[config.mk]
export PLATFORM = sky130hd
export DESIGN_NAME = sram_fetch_ctrl
export DESIGN_NICKNAME = d
export VERILOG_FILES = /design/src/rtl/sram_fetch_pkg.sv /design/src/rtl/sram_fetch_ctrl_fifo.sv /design/src/rtl/sram_fetch_ctrl.sv
export SDC_FILE = /design/constraint.sdc
export NUM_CORES = 1
export LEC_CHECK = 0
export BUFFER_PORTS_ARGS = -buffer_cell sky130_fd_sc_hd__buf_4
export CORE_ASPECT_RATIO = 0.7
export CORE_MARGIN = 1
export CORE_UTILIZATION = 60
export CTS_CLUSTER_DIAMETER = 100
export DETAILED_ROUTE_END_ITERATION = 6
export PLACE_DENSITY_LB_ADDON = 0.25
export SYNTH_ARGS = -nofsm -noshare
export SYNTH_HDL_FRONTEND = slang
export SYNTH_SLANG_ARGS = --single-unit
export TNS_END_PERCENT = 20
[constraint.sdc]
create_clock -name clk -period 4.8 [get_ports clk]
set_input_delay 0.48 -clock clk [delete_from_list [all_inputs] [get_ports clk]]
set_output_delay 0.48 -clock clk [all_outputs]
set_load 0.02 [all_outputs]
[src/rtl/sram_fetch_pkg.sv]
// sram_fetch_pkg
//   Shared types and constants for the SRAM fetch controller.
//   - fetch_state_t : controller FSM states
//   - *_DFLT        : default region sizes (words) used as parameter defaults
//   - TOTAL_WORDS   : words fetched per run with the default region sizes
//   - IDX_W         : width of the per-region word index presented downstream
package sram_fetch_pkg;

  typedef enum logic [2:0] {
    IDLE,
    FETCH_W,
    FETCH_I,
    DRAIN,
    DONE
  } fetch_state_t;

  localparam int WEIGHT_WORDS_DFLT = 512;
  localparam int IMAGE_WORDS_DFLT  = 32;
  localparam int TOTAL_WORDS       = WEIGHT_WORDS_DFLT + IMAGE_WORDS_DFLT;
  localparam int IDX_W             = 10;

endpackage

[src/rtl/sram_fetch_ctrl_fifo.sv]
// sync_fifo
//   Small synchronous FIFO with show-ahead head (dout is the oldest entry,
//   valid whenever empty=0). Push and pop may coincide at any fill level; a
//   push into a full FIFO succeeds only when a pop frees the slot in the same
//   cycle. There is no fall-through: a push into an empty FIFO is visible the
//   next cycle.
// Ports:
//   clk, rst     clock, asynchronous active-high reset (flushes pointers)
//   push, din    write strobe and data
//   pop          remove the head entry (ignored while empty)
//   dout         head entry
//   full, empty  status flags
//   count        number of stored entries
module sync_fifo #(
  parameter int WIDTH = 32,
  parameter int DEPTH = 4,
  parameter int CNT_W = $clog2(DEPTH + 1)
) (
  input  logic             clk,
  input  logic             rst,
  input  logic             push,
  input  logic [WIDTH-1:0] din,
  input  logic             pop,
  output logic [WIDTH-1:0] dout,
  output logic             full,
  output logic             empty,
  output logic [CNT_W-1:0] count
);

  localparam int PTR_W = (DEPTH > 1) ? $clog2(DEPTH) : 1;

  logic [WIDTH-1:0] mem [DEPTH];
  logic [PTR_W-1:0] wr_ptr_reg;
  logic [PTR_W-1:0] rd_ptr_reg;
  logic [CNT_W-1:0] count_reg;
  logic             do_push;
  logic             do_pop;

  // Pointers wrap explicitly so DEPTH need not be a power of two.
  function automatic logic [PTR_W-1:0] ptr_inc(input logic [PTR_W-1:0] p);
    return (p == PTR_W'(DEPTH - 1)) ? '0 : p + 1'b1;
  endfunction

  assign empty   = (count_reg == '0);
  assign full    = (count_reg == CNT_W'(DEPTH));
  assign count   = count_reg;
  assign do_pop  = pop && !empty;
  assign do_push = push && (!full || do_pop);
  assign dout    = mem[rd_ptr_reg];

  always_ff @(posedge clk or posedge rst) begin
    if (rst) begin
      wr_ptr_reg <= '0;
      rd_ptr_reg <= '0;
      count_reg  <= '0;
    end else begin
      if (do_push) wr_ptr_reg <= ptr_inc(wr_ptr_reg);
      if (do_pop)  rd_ptr_reg <= ptr_inc(rd_ptr_reg);
      case ({do_push, do_pop})
        2'b10:   count_reg <= count_reg + 1'b1;
        2'b01:   count_reg <= count_reg - 1'b1;
        default: count_reg <= count_reg;
      endcase
    end
  end

  // Storage needs no reset; the pointers alone define what is valid.
  always_ff @(posedge clk) begin
    if (do_push) mem[wr_ptr_reg] <= din;
  end

endmodule

[src/rtl/sram_fetch_ctrl.sv]
// sram_fetch_ctrl
//   Streams the weight region and then the image region out of a fixed
//   latency SRAM into a small output FIFO, and presents the words downstream
//   on valid/ready, tagged with region and per-region word index.
//   Reads are issued only while (reads in flight + FIFO occupancy) stays
//   below FIFO_DEPTH, so every returning word always has a FIFO slot.
// Ports:
//   clk, rst         clock, asynchronous active-high reset
//   start            begin a fetch (only honoured in IDLE)
//   sram_addr        SRAM word address
//   sram_rd_en       SRAM read strobe
//   sram_rdata       SRAM data, valid RD_LAT cycles after the strobe edge
//   out_data         word to the buffer stage
//   out_valid        out_data valid
//   out_ready        downstream accept
//   out_is_image     0 = weight word, 1 = image word
//   out_index        word index within the current region
//   busy             controller not idle
//   done             one-cycle completion pulse
module sram_fetch_ctrl
  import sram_fetch_pkg::*;
#(
  parameter int                ADDR_W       = 16,
  parameter int                DATA_W       = 32,
  parameter logic [ADDR_W-1:0] WEIGHT_BASE  = 16'h0000,
  parameter logic [ADDR_W-1:0] IMAGE_BASE   = 16'h0200,
  parameter int                WEIGHT_WORDS = WEIGHT_WORDS_DFLT,
  parameter int                IMAGE_WORDS  = IMAGE_WORDS_DFLT,
  parameter int                RD_LAT       = 2,
  parameter int                FIFO_DEPTH   = 4
) (
  input  logic              clk,
  input  logic              rst,
  input  logic              start,
  output logic [ADDR_W-1:0] sram_addr,
  output logic              sram_rd_en,
  input  logic [DATA_W-1:0] sram_rdata,
  output logic [DATA_W-1:0] out_data,
  output logic              out_valid,
  input  logic              out_ready,
  output logic              out_is_image,
  output logic [IDX_W-1:0]  out_index,
  output logic              busy,
  output logic              done
);

  localparam int TOT_WORDS = WEIGHT_WORDS + IMAGE_WORDS;
  localparam int CNT_W     = $clog2(TOT_WORDS + 1);
  localparam int FCNT_W    = $clog2(FIFO_DEPTH + 1);

  fetch_state_t      state_reg;
  logic [ADDR_W-1:0] addr_reg;
  logic              rd_en_reg;
  logic [CNT_W-1:0]  issue_cnt_reg;
  logic [CNT_W-1:0]  acc_cnt_reg;
  logic [RD_LAT-1:0] pipe_reg;

  logic [DATA_W-1:0] fifo_dout;
  logic              fifo_empty;
  logic              fifo_full_unused;
  logic [FCNT_W-1:0] fifo_count;
  logic              fifo_push;
  logic              pop;
  logic              last_weight_issue;
  logic              last_issue;
  logic [CNT_W-1:0]  idx_full;
  int                inflight_cnt;
  int                pending_now;
  int                pending_next;

  // Read-return tracker: one bit per SRAM pipeline stage. The oldest stage
  // marks the cycle its data is on sram_rdata. Reset clears it, so data
  // still coming back from before a reset is never pushed.
  always_ff @(posedge clk or posedge rst) begin
    if (rst) begin
      pipe_reg <= '0;
    end else begin
      for (int i = RD_LAT - 1; i > 0; i--) pipe_reg[i] <= pipe_reg[i-1];
      pipe_reg[0] <= rd_en_reg;
    end
  end

  assign fifo_push = pipe_reg[RD_LAT-1];
  assign out_valid = !fifo_empty;
  assign pop       = out_valid && out_ready;

  sync_fifo #(
    .WIDTH (DATA_W),
    .DEPTH (FIFO_DEPTH),
    .CNT_W (FCNT_W)
  ) u_fifo (
    .clk   (clk),
    .rst   (rst),
    .push  (fifo_push),
    .din   (sram_rdata),
    .pop   (pop),
    .dout  (fifo_dout),
    .full  (fifo_full_unused),
    .empty (fifo_empty),
    .count (fifo_count)
  );

  // Credits in use now and after this edge. A return moves a word from the
  // tracker into the FIFO and leaves the total unchanged, so only the issue
  // at this edge and the pop at this edge matter.
  always_comb begin
    inflight_cnt = 0;
    for (int i = 0; i < RD_LAT; i++) inflight_cnt = inflight_cnt + (pipe_reg[i] ? 1 : 0);
    pending_now  = inflight_cnt + int'(fifo_count);
    pending_next = pending_now + (rd_en_reg ? 1 : 0) - (pop ? 1 : 0);
  end

  assign last_weight_issue = rd_en_reg && (issue_cnt_reg == CNT_W'(WEIGHT_WORDS - 1));
  assign last_issue        = rd_en_reg && (issue_cnt_reg == CNT_W'(TOT_WORDS - 1));

  always_ff @(posedge clk or posedge rst) begin
    if (rst) begin
      state_reg     <= IDLE;
      addr_reg      <= '0;
      rd_en_reg     <= 1'b0;
      issue_cnt_reg <= '0;
      acc_cnt_reg   <= '0;
    end else begin
      if (pop) acc_cnt_reg <= acc_cnt_reg + 1'b1;
      case (state_reg)
        IDLE: begin
          rd_en_reg <= 1'b0;
          if (start) begin
            state_reg     <= FETCH_W;
            addr_reg      <= WEIGHT_BASE;
            rd_en_reg     <= 1'b1;
            issue_cnt_reg <= '0;
            acc_cnt_reg   <= '0;
          end
        end
        FETCH_W, FETCH_I: begin
          if (rd_en_reg) begin
            addr_reg      <= last_weight_issue ? IMAGE_BASE : addr_reg + 1'b1;
            issue_cnt_reg <= issue_cnt_reg + 1'b1;
          end
          rd_en_reg <= !last_issue && (pending_next < FIFO_DEPTH);
          if (last_issue)             state_reg <= DRAIN;
          else if (last_weight_issue) state_reg <= FETCH_I;
        end
        DRAIN: begin
          rd_en_reg <= 1'b0;
          if (pending_now == 0 && acc_cnt_reg == CNT_W'(TOT_WORDS)) state_reg <= DONE;
        end
        DONE: begin
          rd_en_reg     <= 1'b0;
          state_reg     <= IDLE;
          issue_cnt_reg <= '0;
          acc_cnt_reg   <= '0;
        end
        default: state_reg <= IDLE;
      endcase
    end
  end

  // Tags follow the accept counter; the FIFO only stores data.
  assign idx_full     = (acc_cnt_reg >= CNT_W'(WEIGHT_WORDS)) ?
                        acc_cnt_reg - CNT_W'(WEIGHT_WORDS) : acc_cnt_reg;
  assign out_is_image = (acc_cnt_reg >= CNT_W'(WEIGHT_WORDS));
  assign out_index    = IDX_W'(idx_full);
  assign out_data     = out_valid ? fifo_dout : '0;
  assign sram_addr    = addr_reg;
  assign sram_rd_en   = rd_en_reg;
  assign busy         = (state_reg != IDLE);
  assign done         = (state_reg == DONE);

endmodule

==> flow_summary.ini, run 1 <==
[status]
status = finished, violations left
violations = design-rule violations

[synthesis]
synth_edf_count = 128
ys_warn_count = 0
yosys.area_share.simple_pct = 11.9
syn_area_per_cell_um2 = 14.7
synth_async_sr_flop_share_pct = 27.7
syn_inst = 531
synth_mux_area_share_pct = 10.0
synth_top_family_by_area = simple AND/OR/NAND/NOR gates
syn_area_mm2 = 0.00783
synth-adder-area-share_pct = 2.88
synth-main-ff-cell = edfxtp_1
syn_nets = 583
synth_xor_area_share_pct = 3.81
synth_cell_types = 51
yosysSeqAreaShare_pct = 64.8
synth_compound_area_share_pct = 3.31
ys_ff_latch = 177

[setup_path]
critPathRequiredTime_ps = 4320
critPathKind = reg2out
critPathLaunchType = register
end_kind = output pin
rr_worst_depth = 12
r2r_setup_slack_ps = 1790
reg2reg_to = sram_rd_en
r2r-start = u_fifo.count[0]
cp_data_arrival_time_ps = 2540
cp_max_fo = 20

[drt]
routed_via_density = 5.84
wl_per_cell_um = 19.1
drt-initial-drc-count = 295
wl_um = 15100
route.detailed.drc = 12
drt_pass1_iterations = 7
route.vias.total = 4622
antenna_left = 0

[finish]
antenna_cells = 0
stdcell_area_mm2 = 0.00920
area_growth_pct = 17.5
drive_gt1_share_pct = 28.5
fin_nets = 668
fillers = 782
regArea_mm2 = 0.00507
largest_reg_flops = 128
multi_input_area_mm2 = 0.00251
final_cells = 791
largest_register = u_fifo.mem

[clock_tree]
cts_tree = built
cts_hold_buf = 0
cts.path.max_buffers = 2
numCtsBuffers = 17
cts_setup_buffers = 0
cts_sinks = 177
root_buffer = clkbuf_16
clkLatencyLatePin_ps = 420
clkTransAtPathRegs_ps = 70
cts_resized = 0
cts_max_level = 4

[power_and_ir_drop]
p_leak_nw = 3.53
ir_drop_mv = 0.316
total_power_w = 0.00595
powerDensity_mw_per_mm2 = 647

[global_route]
grt_pass1_wl_um = 24600
antenna_found_initial = 0
track_usage_pct = 24.0
grt-ovfl-total = 0
grt_max_degree = 50
grt_pass1_vias = 4786

[timing]
max-slew-margin-rel_pct = 29.8
hold_violations = 0
maxSlewViolCount = 0
period_needed_ps = 3020
tns_ps = 0
period_share_pct = 62.9
setup_viol = 0
clock.fmax_ghz = 0.331
rsz0062_at_grt = false
max_slew.worst_pin.slew_ps = 1050
finalClockSkew_ps = 16.4

[floorplan]
top_level_ports = 99
rows = 34
core_mm2 = 0.0125
fp.dieH_um = 97.5
fp.dieW_um = 138
die_area_mm2 = 0.0135
start_util_pct = 62.4

[min_path]
hold_start = sram_rdata[4]
min_delay_worst_endpoint = u_fifo.mem[2][4]
hold_class = in2reg
holdPathStages = 1

[place]
place_inst = 759
io_buffers = 97
placed_area_mm2 = 0.00861
place.gp.congestion = 0.809
dp_hpwl_um = 9350

[job]
drv_cap = 0
## final cells by class
class / instances / area share (%)
sequential: 177 / 55.1
multi-input combinational: 300 / 27.3
clock buffer: 17 / 4.63
inverter: 20 / 0.816
timing repair buffer: 100 / 8.16
clock inverter: 15 / 1.77
tap: 162 / 2.20
## where the power goes
part	leakage [nW]	switching, W	total (W)	internal [W]
logic	1.43	0.00124	0.00231	0.00108
registers	1.81	0.000280	0.00227	0.00199
clock network	0.287	0.000623	0.00137	0.000744
total	3.53	0.00214	0.00595	0.00381
## worst max-delay path, cell delays in order (launching register included)
cell and delay (ps):
dfrtp_2 780, buf_4 430, mux4_2 570, and2_1 180
buf_4 150
## metrics by stage
step / hold slack (ps) / utilization, % / worst slack (ps)
finish: 256 / 73.3 / 1780
global route: 235 / 73.3 / 1560
CTS: 241 / 73.3 / 1700
detailed placement: 366 / 68.6 / 1870
global placement: 360 / 68.6 / 2040
floorplan: 354 / - / 2120
## kinds of logic after synthesis
kind of cell,after synthesis
compound gates,37
xor+xnor,34
fa+ha+maj,17
buf+inv,54
flops,177
mux,38
other cells,1
simple gates,173
## synthesized netlist by cell type, types with 3 or more instances
library cell | instances | area, um2
edfxtp_1 | 128 | 3840
dfrtp_1 | 49 | 1230
nor2_1 | 42 | 158
and2_1 | 39 | 244
mux4_2 | 32 | 721
inv_1 | 20 | 75.1
xnor2_1 | 19 | 166
nand2_1 | 18 | 67.6
clkbuf_1 | 17 | 63.8
xor2_1 | 15 | 131
ha_1 | 14 | 175
nand3_1 | 13 | 65.1
buf_4 | 11 | 82.6
nand4_1 | 11 | 68.8
nor3_1 | 10 | 50.1
o21ai_0 | 9 | 45.0
and3_1 | 6 | 37.5
buf_2 | 6 | 30.0
nor4_1 | 6 | 37.5
a21oi_1 | 5 | 25.0
nand3b_1 | 5 | 37.5
mux2i_1 | 4 | 40.0
nor3b_1 | 4 | 30.0
o31ai_1 | 4 | 30.0
or2_2 | 4 | 25.0
a211oi_1 | 3 | 22.5
and4_1 | 3 | 26.3
o21a_1 | 3 | 22.5
## per-layer routing
metal / global-route usage, % / routed length (um) / up-vias
met1: 32.8 / 6700 / 2330
met5: 0 / 0 / -
li1: - / - / 2132
met3: 5.42 / 800 / 10
met4: 7.52 / 122 / 0
met2: 39.0 / 7460 / 150
## cells in the final DEF, fill, tap and decap left out, types with 3 or more instances in the layout
cell	instances
nor4_1	6
xnor2_1	19
and2_2	4
a21oi_1	5
mux2i_1	4
o31ai_1	4
nand3_1	13
inv_1	19
o21a_1	3
inv_8	6
and4_1	3
nor3_1	10
xor2_1	15
edfxtp_1	128
ha_1	14
a211oi_1	3
o21ai_0	9
or2_2	4
and2_1	35
nor3b_1	4
nor2_1	42
and3_1	6
clkbuf_16	17
nand4_1	11
nand2_1	18
nand3b_1	5
mux4_2	32
buf_4	100
dfrtp_1	47
inv_6	5
## worst max-delay path by stage
stage	slack, ps	start	cells after the start	end
final	1780	u_fifo.rd_ptr_reg[0]	4	out_data[10]
after global routing	1560	u_fifo.count[0]	12	sram_rd_en
after CTS	1700	u_fifo.rd_ptr_reg[0]	4	out_data[30]
after detailed placement	1870	u_fifo.count[0]	12	sram_rd_en
after global placement	2040	u_fifo.count[0]	12	sram_rd_en
after floorplan	2120	u_fifo.count[0]	12	sram_rd_en
Note: power is estimated with default switching activity, not from simulation.
==> inputs of run 2 (changes only) <==
--- a/config.mk
+++ b/config.mk
@@ -5,10 +5,11 @@
 export SDC_FILE = /design/constraint.sdc
 export NUM_CORES = 1
 export LEC_CHECK = 0
+export ABC_AREA = 1
 export BUFFER_PORTS_ARGS = -buffer_cell sky130_fd_sc_hd__buf_4
 export CORE_ASPECT_RATIO = 0.7
 export CORE_MARGIN = 1
-export CORE_UTILIZATION = 60
+export CORE_UTILIZATION = 52
 export CTS_CLUSTER_DIAMETER = 100
 export DETAILED_ROUTE_END_ITERATION = 6
 export PLACE_DENSITY_LB_ADDON = 0.25
==> constraint.sdc (replaced) <==
create_clock -name clk -period 2.5 [get_ports clk]
set_input_delay 0.25 -clock clk [delete_from_list [all_inputs] [get_ports clk]]
set_output_delay 0.25 -clock clk [all_outputs]
set_load 0.02 [all_outputs]
==> run 2 against run 1 <==
The flow now finishes without violations; clock-buffer cell count stayed put; sequential share of layout area is 2.7 points lower; routed wire length grew 11%; via count grew 24%; largest cell class unchanged; largest power group unchanged.
==> flow_summary.ini, run 2 <==
[status]
status = finished, final reports clean

[power_and_ir_drop]
ir_drop_mv = 0.822
seq_power_share_pct = 32.5
p_switching_w = 0.00526
clkPwrFrac_pct = 20.9
p_int_w = 0.00732
power_frac_comb_pct = 46.5
total_power_w = 0.0126
p_sw_share_pct = 41.8
p_leak_nw = 3.96
powerDensity_mw_per_mm2 = 1300

[synthesis]
syn_inst = 791
synth_top_area_share_pct = 47.8
syn_area_per_cell_um2 = 10.2
yosysMostFrequentCell = nor2_1
ys_warn_count = 0
ys_ff_latch = 177
synth.area.top_cells = edfxtp_1 (48%), dfrtp_1 (15%), nor2_1 (8.2%), o21ai_0 (5.7%), nand2_1 (3.5%)
synth-main-ff-cell = edfxtp_1
synth_edf_count = 128
yosysSeqAreaShare_pct = 63.0
netlist.top_cell.by_area = edfxtp_1
syn_nets = 843
synth_cell_types = 40
synth_commonest_cells = nor2_1 (176), edfxtp_1 (128), o21ai_0 (91)
synth_async_sr_flop_share_pct = 27.7
syn_area_mm2 = 0.00804

[place]
place.gp.congestion = 0.863
io_buffers = 97
dp_hpwl_um = 10600
placed_area_mm2 = 0.00904

[setup_path]
max_stage_delay_ps = 390
rr_worst_depth = 17
critPathKind = reg2reg
critPathLaunchType = register
worstPathCellList = inv_2 > fa_2 > inv_1 > ha_2 > inv_1 > nand2_2 > nand2_2 > inv_2 > ha_1 > buf_4 > a21oi_1 > nand3_1 > nand2_1 > nand2_1 > nand2_1 > nand2_1 > nand3_1
cp_slowest_cell = dfrtp_1
cp_max_fo = 4
end_kind = register
critPathRequiredTime_ps = 2850
cp_data_arrival_time_ps = 2760
cpMostUsedCell = nand2_1

[global_route]
grt_max_degree = 67
track_usage_pct = 22.2
antenna_found_initial = 0
grt_pass1_vias = 5467
grt-ovfl-total = 0
grt_pass1_wl_um = 27000

[timing]
period_needed_ps = 2400
setup_viol = 0
finalClockSkew_ps = 12.5
period_share_pct = 96.2
max_slew.worst_pin.slew_ps = 507
max-slew-margin-rel_pct = 66.1
tns_ps = 0
maxSlewViolCount = 0
clock.fmax_ghz = 0.416
hold-worst-slack_ps = 27.1
hold_violations = 0

[finish]
fin_nets = 939
largest_register = u_fifo.mem
area_growth_pct = 20.3
layout_common_cells = nor2_1 (172), edfxtp_1 (128), buf_4 (107)
final_common_cell = nor2_1
finish.utilization_pct = 64.9
drive_gt1_share_pct = 21.6
antenna_cells = 0
fillers = 1195
stdcell_area_mm2 = 0.00968
largest_reg_flops = 128

[drt]
drt_pass1_iterations = 5
drt-initial-drc-count = 366
wl_met3_um = 1090
routed_via_density = 5.24
wl_um = 16700
wl_per_cell_um = 15.2
antenna_left = 0
met2_length_um = 7490
met1Wirelength_um = 7920
route.detailed.drc = 0
routed.top_layer = met4
route.vias.total = 5741

[clock_tree]
cts_tree = built
clkTransAtPathRegs_ps = 70
cts_sinks = 177
cts_max_level = 4
root_buffer = clkbuf_16
numCtsBuffers = 17
cts.path.max_buffers = 2
clkLatencyLatePin_ps = 420

[floorplan]
fp.dieW_um = 151
die_area_mm2 = 0.0160
rows = 37
fp.dieH_um = 106
start_util_pct = 53.9
top_level_ports = 99
core_mm2 = 0.0149

[min_path]
hold_class = in2reg
holdPathStages = 1

[job]
drv_cap = 0
## run 2: cell count changes in the layout (fill, tap and decap cells not counted), sizes merged, moves of 6 or more
cell	before	now
nor2	42	184
o21ai	9	97
nand2	18	83
inv	31	83
a21oi	5	53
and2	39	0
mux4	32	0
nand3	13	34
xnor2	19	1
buf	100	114
xor2	15	7
clkinv	1	8
and3	6	0
nor4	6	0
## run 2: layout make-up
class                   count  area (um2)  area share, %
flip-flops and latches    177        5070           52.4
multi-input cells         499        2520           26.0
repair buffers            115         945           9.76
clock buffers              17         425           4.40
inverters                  77         299           3.09
well taps                 195         244           2.52
clock inverters            15         173           1.78
## run 2: worst paths after layout
| check | endpoint | start | slack, ps |
|---|---|---|---|
| min in group asynchronous | sram_addr[9] | rst | 430 |
| setup / recovery | sram_rd_en | u_fifo.count[0] | 100 |
| hold / removal | u_fifo.mem[1][5] | sram_rdata[5] | 30 |
| setup reg to reg | sram_rd_en | u_fifo.count[0] | 100 |
| hold reg to reg | pipe_reg[1] | pipe_reg[0] | 380 |
| max in group asynchronous | u_fifo.count[0] | rst | 1440 |
## run 2: power groups by stage
stage	Clock (W)	Sequential (W)	Combinational [W]
after floorplan	0	0.00409	0.00383
after global placement	0	0.00413	0.00564
after detailed placement	0	0.00414	0.00575
after CTS	0.00269	0.00408	0.00579
after global routing	0.00280	0.00414	0.00647
final	0.00263	0.00409	0.00585
## run 2: cell families (layout without fill, tap and decap cells)
family | after synthesis | after routing | share of synthesized area, %
AO/OA/AOI/OAI | 155 | 155 | 9.94
AND/OR/NAND/NOR | 319 | 319 | 17.2
XOR/XNOR | 8 | 8 | 0.871
flip-flops | 177 | 177 | 63.0
adder cells (fa/ha/maj) | 16 | 16 | 2.68
other | 1 | 1 | 0.0466
buffers and inverters | 115 | 224 | 6.21
## run 2: worst max-delay path: cells and delay by family, from the launching register on
family,cells,cell delay [ps]
and+or+nand+nor,8,590
AOI/OAI and AO/OA,1,150
adders and majority gates,3,790
DFF,1,390
buffers and inverters,5,440
## run 2: metal layers
metal	vias to the layer above	track usage (%)
met2	171	34.2
met4	0	5.50
met1	2706	32.3
met3	18	4.64
met5	-	0
li1	2846	-
## run 2: repair_timing
item                                    in CTS  in global routing
endpoints found under the hold margin       20                  0
setup buffers                                0                  1
hold buffers                                 1                  0
endpoints found under the setup margin       0                  5
resized for setup                            0                  8
## run 2: through the flow
stage,worst slack (ps),cells
final,96.0,1095
after global routing,-25.8,1095
after CTS,9.76,1094
after detailed placement,31.4,1061
after global placement,119,1061
after floorplan,-132,791
